==> src/rtl/jpeg_bitstream_packer.sv <==
// Packs variable-length Huffman code words MSB-first into a byte stream with
// 0xFF/0x00 stuffing and 1-padding on flush; valid/ready on both sides.
module jpeg_bitstream_packer #(
   parameter int unsigned CODE_W   = 32,
   parameter int unsigned LEN_W    = 6,
   parameter int unsigned ACC_W    = 64,
   parameter bit          STUFF_EN = 1'b1
) (
   input  logic              clock,
   input  logic              reset_n,
   input  logic              in_valid,
   output logic              in_ready,
   input  logic [CODE_W-1:0] in_code,
   input  logic [LEN_W-1:0]  in_len,
   input  logic              in_flush,
   output logic              out_valid,
   input  logic              out_ready,
   output logic [7:0]        out_byte,
   output logic              out_stuffed,
   output logic              busy,
   output logic              flush_done
);

   localparam int unsigned CNT_W = $clog2(ACC_W + 1);

   typedef enum logic [1:0] {StRun, StPad, StDrain, StDone} state_e;

   state_e           r_state, w_state_nxt;
   logic [ACC_W-1:0] r_acc, w_acc_nxt;
   logic [CNT_W-1:0] r_count, w_count_nxt;
   logic             r_stuff_pend;
   logic             r_out_valid;
   logic [7:0]       r_out_byte;
   logic             r_out_stuffed;

   logic             w_take;
   logic             w_flush_take;
   logic             w_out_free;
   logic             w_load_stuff;
   logic             w_ext;
   logic [LEN_W-1:0] w_len;
   logic [7:0]       w_top;
   logic [2:0]       w_pad;

   assign in_ready     = (r_state == StRun) && (r_count <= CNT_W'(ACC_W - CODE_W));
   assign w_take       = in_valid && in_ready;
   assign w_flush_take = in_flush && in_ready;
   assign w_len        = (in_len > LEN_W'(CODE_W)) ? LEN_W'(CODE_W) : in_len;

   // A pending stuff byte has priority over the next accumulator byte.
   assign w_out_free   = !r_out_valid || out_ready;
   assign w_load_stuff = w_out_free && r_stuff_pend;
   assign w_ext        = w_out_free && !r_stuff_pend && (r_count >= CNT_W'(8));
   assign w_top        = 8'(r_acc >> (r_count - CNT_W'(8)));
   assign w_pad        = 3'd0 - r_count[2:0];

   // Extraction reads the pre-append accumulator; bits above count are don't-care.
   always_comb begin
      w_acc_nxt   = r_acc;
      w_count_nxt = r_count - (w_ext ? CNT_W'(8) : CNT_W'(0));
      if (w_take) begin
         w_acc_nxt   = (r_acc << w_len)
                     | (ACC_W'(in_code) & ((ACC_W'(1) << w_len) - ACC_W'(1)));
         w_count_nxt = w_count_nxt + CNT_W'(w_len);
      end else if (r_state == StPad) begin
         w_acc_nxt   = (r_acc << w_pad) | ((ACC_W'(1) << w_pad) - ACC_W'(1));
         w_count_nxt = w_count_nxt + CNT_W'(w_pad);
      end
   end

   always_comb begin
      w_state_nxt = r_state;
      flush_done  = 1'b0;
      unique case (r_state)
         StRun:   if (w_flush_take) w_state_nxt = StPad;
         StPad:   w_state_nxt = StDrain;
         StDrain: if (r_count == '0 && !r_stuff_pend && w_out_free) w_state_nxt = StDone;
         StDone: begin
            flush_done  = 1'b1;
            w_state_nxt = StRun;
         end
         default: w_state_nxt = StRun;
      endcase
   end

   always_ff @(posedge clock or negedge reset_n) begin
      if (!reset_n) begin
         r_state       <= StRun;
         r_acc         <= '0;
         r_count       <= '0;
         r_stuff_pend  <= 1'b0;
         r_out_valid   <= 1'b0;
         r_out_byte    <= 8'h00;
         r_out_stuffed <= 1'b0;
      end else begin
         r_state <= w_state_nxt;
         r_acc   <= w_acc_nxt;
         r_count <= w_count_nxt;
         if (w_load_stuff) begin
            r_out_valid   <= 1'b1;
            r_out_byte    <= 8'h00;
            r_out_stuffed <= 1'b1;
            r_stuff_pend  <= 1'b0;
         end else if (w_ext) begin
            r_out_valid   <= 1'b1;
            r_out_byte    <= w_top;
            r_out_stuffed <= 1'b0;
            r_stuff_pend  <= STUFF_EN && (w_top == 8'hFF);
         end else if (w_out_free) begin
            r_out_valid <= 1'b0;
         end
      end
   end

   assign out_valid   = r_out_valid;
   assign out_byte    = r_out_byte;
   assign out_stuffed = r_out_stuffed;
   assign busy        = (r_count != '0) || r_stuff_pend || r_out_valid || (r_state != StRun);

endmodule

==> config.mk <==
export PLATFORM = sky130hd
export DESIGN_NAME = jpeg_bitstream_packer
export DESIGN_NICKNAME = d
export VERILOG_FILES = /design/src/rtl/jpeg_bitstream_packer.sv
export SDC_FILE = /design/constraint.sdc
export NUM_CORES = 1
export LEC_CHECK = 0
export ABC_AREA = 1
export CAP_MARGIN = 0
export CORE_UTILIZATION = 40
export DETAILED_ROUTE_END_ITERATION = 7
export PLACE_DENSITY_LB_ADDON = 0.3
export SYNTH_ARGS = -nofsm -noshare
export SYNTH_HDL_FRONTEND = slang
export SYNTH_SLANG_ARGS = --single-unit
==> constraint.sdc <==
create_clock -name clock -period 2.96 [get_ports clock]
set_input_delay 0.74 -clock clock [delete_from_list [all_inputs] [get_ports clock]]
set_output_delay 0.74 -clock clock [all_outputs]
set_load 0.02 [all_outputs]
==> metrics.yaml <==
synthesis:
  synth-seq-cells: 84
  avgSynthCellArea_um2: 5.392
  seq_area_frac_synth: 0.1532
  yosysWarnings: 0
  synth-edff-count: 0
  synthArstFlopShare: 1.000
  syn-num-nets: 2613
  synthFlopType: "dfrtp_1"
  synth.distinct_cells: 47
  netlist_instances: 2545
  synth_area_um2: 13720
setup_path:
  endpoint_kind: "flip-flop"
  reg2reg_depth: 19
  worst-setup-path-type: "in -> reg"
  r2r-end: "r_acc[50]"
  arrival_ns: 3.16
  cp-start-kind: "input pin"
  worst-path-max-fanout: 11
  r2r-start: "r_count[0]"
  required_ns: 3.26
  rrSetupSlack_ns: 0.11
sta:
  skew_ns: 0.01303
  tightest_slew_ns: 0.7070
  max_freq_mhz: 349.5
  post-route-period-util: 0.9667
  finalSetupViolCount: 0
  hold-worst-slack_ns: 0.2906
  finalCriticalPeriod_ns: 2.861
  grt_setup_unrepaired: "yes"
  maxSlewViolCount: 0
  relSlewSlack: 0.5287
  final_hold_viol_count: 0
floorplanning:
  rows: 67
  dieArea_um2: 35050
  coreArea_um2: 33620
  dieWidth_um: 187.2
  start_util: 0.4082
  io_pins: 56
  die_y_um: 187.2
global_route:
  grt_first_pass_wirelength_um: 98600
  grt_pass1_vias: 17310
  grt.total_usage: 0.3594
  antenna_found_initial: 0
  grt_max_degree: 67
  grt_overflow: 0
pwr:
  power.total_mw: 20.23
  ir_drop_mv: 1.441
  p_leak_nw: 8.351
  power_density_nw_per_um2: 1202
finish:
  multi_input_area_um2: 10510
  utilization: 0.5008
  mostFrequentLayoutCells: "nand2_1, nand3_1, buf_4"
  final_common_cell: "nand2_1"
  antennaDiodeCount: 0
  drive_above_1_share: 0.1235
  fillers: 3677
  final_cell_area_um2: 16840
  ff_latch_area_um2: 2105
  nets: 2768
  area_growth_pct: 22.68
job:
  cap_violations: 0
cts:
  clock_path_buffers: 2
  clk_pin_slew_ns: 0.07
  cts_num_sinks: 84
  htree_levels: 3
  cts_root_buffer: "clkbuf_16"
  cts_buffers: 9
  clk_latency_ns: 0.36
  cts_tree: "yes"
detailed_routing:
  drc_errors: 0
  top_layer: "met4"
  routedWlPerCell_um: 20.22
  wl_met2_um: 27640
  routed_wl_um: 63740
  drt_iter0_markers: 2150
  drt-met1-wl_um: 26250
  ant_nets: 0
  vias: 18550
  post_drt_via_cell_ratio: 5.882
  drt_first_pass_iters: 8
  wl_met3_um: 5672
run_status:
  outcome: "completed"
placed_design:
  post_dp_cell_area_um2: 16330
  gp_congestion: 1.046
  hpwlAfterDp_um: 50540
  port_buffers: 55
min_path:
  hold_class: "in -> async"
flip-flops by register name (all words and copies together), names as in the netlist:
register / flops
r_count: 7
out_stuffed: 1
r_stuff_pend: 1
r_state: 2
out_valid: 1
r_acc: 64
out_byte: 8
cells in the mapped netlist (9+ instances only):
master | instances | area (um^2)
mux2i_1 | 40 | 400.4
a21oi_1 | 30 | 150.1
nand3_1 | 526 | 2633
buf_1 | 31 | 116.4
ha_1 | 24 | 300.3
nand3b_1 | 13 | 97.59
a31oi_1 | 22 | 137.6
inv_1 | 133 | 499.2
nand2_1 | 936 | 3513
dfrtp_1 | 84 | 2102
nor2_1 | 149 | 559.3
o22ai_1 | 9 | 56.30
o21ai_0 | 165 | 825.8
clkbuf_1 | 66 | 247.7
o21ai_1 | 9 | 45.04
buf_2 | 69 | 345.3
nand4_1 | 35 | 219.0
o211ai_1 | 68 | 510.5
and2_1 | 52 | 325.3
a41oi_1 | 13 | 113.9
report_power, final:
part           total [mW]  switching, mW  internal (mW)
clock                1.29          0.542          0.747
sequential           2.66          0.948           1.71
combinational        16.3           10.4           5.85
critical path, cell delays in order:
cell and delay (ns):
clkdlybuf4s50_1 0.50, inv_2 0.10, buf_4 0.21, nand2_2 0.08
inv_2 0.05, buf_12 0.13, nand4_1 0.13, nand2_1 0.14
nor2_4 0.15, buf_4 0.13, nand2_1 0.09, nor2_2 0.13
nand2_1 0.07, nand2_1 0.07, nand3_1 0.13, nand2_1 0.16
nand2_1 0.08, nand2_1 0.06
routing by layer:
layer / vias to the layer above / GRT usage
met4: 0 / 0.2071
li1: 8882 / -
met1: 8422 / 0.4686
met5: - / 0
met3: 210 / 0.05685
met2: 1031 / 0.5615
area by class of cell:
cell class / instances / share of cell area
inverter: 142 / 0.03166
multi-input combinational: 2147 / 0.6243
clock inverter: 5 / 0.005054
clock buffer: 11 / 0.01382
tap: 448 / 0.03329
timing repair buffer: 316 / 0.1668
sequential: 84 / 0.1250
timing repair:
| item | in CTS | in global routing |
|---|---|---|
| pin swaps | 0 | 3 |
| setup endpoints to repair | 7 | 40 |
| hold buffers | 0 | 0 |
| gates cloned | 0 | 0 |
| setup buffers | 0 | 3 |
| resized for setup | 9 | 31 |
kinds of logic (layout without fill, tap and decap cells):
logic type | count (synthesis) | count (layout) | share of synthesized area
AO/OA/AOI/OAI | 341 | 341 | 0.1490
adder cells (fa/ha/maj) | 25 | 25 | 0.02334
flip-flops | 84 | 84 | 0.1532
XOR/XNOR | 9 | 9 | 0.005744
buffers and inverters | 314 | 474 | 0.09409
AND/OR/NAND/NOR | 1732 | 1732 | 0.5455
multiplexers | 40 | 40 | 0.02918
stage by stage:
stage                     setup WS [ns]  TNS, ns  std cells
after floorplan                0.007683        0       2545
after global placement          -0.4848   -7.479       3134
after detailed placement        -0.5284   -8.937       3134
after CTS                       0.01865        0       3150
after global routing           -0.03948  -0.1661       3153
final                           0.09851        0       3153
worst max path at each step:
stage,end,from,slack [ns],cells past startpoint
floorplan,r_count[6],r_count[1],0.008,19
global placement,r_acc[14],in_len[3],-0.48,14
detailed placement,r_acc[14],in_len[3],-0.53,14
CTS,r_acc[14],in_len[3],0.02,14
global route,r_acc[18],in_len[5],-0.04,18
finish,r_acc[22],in_len[5],0.1,18
(Power assumes the default switching activity.)
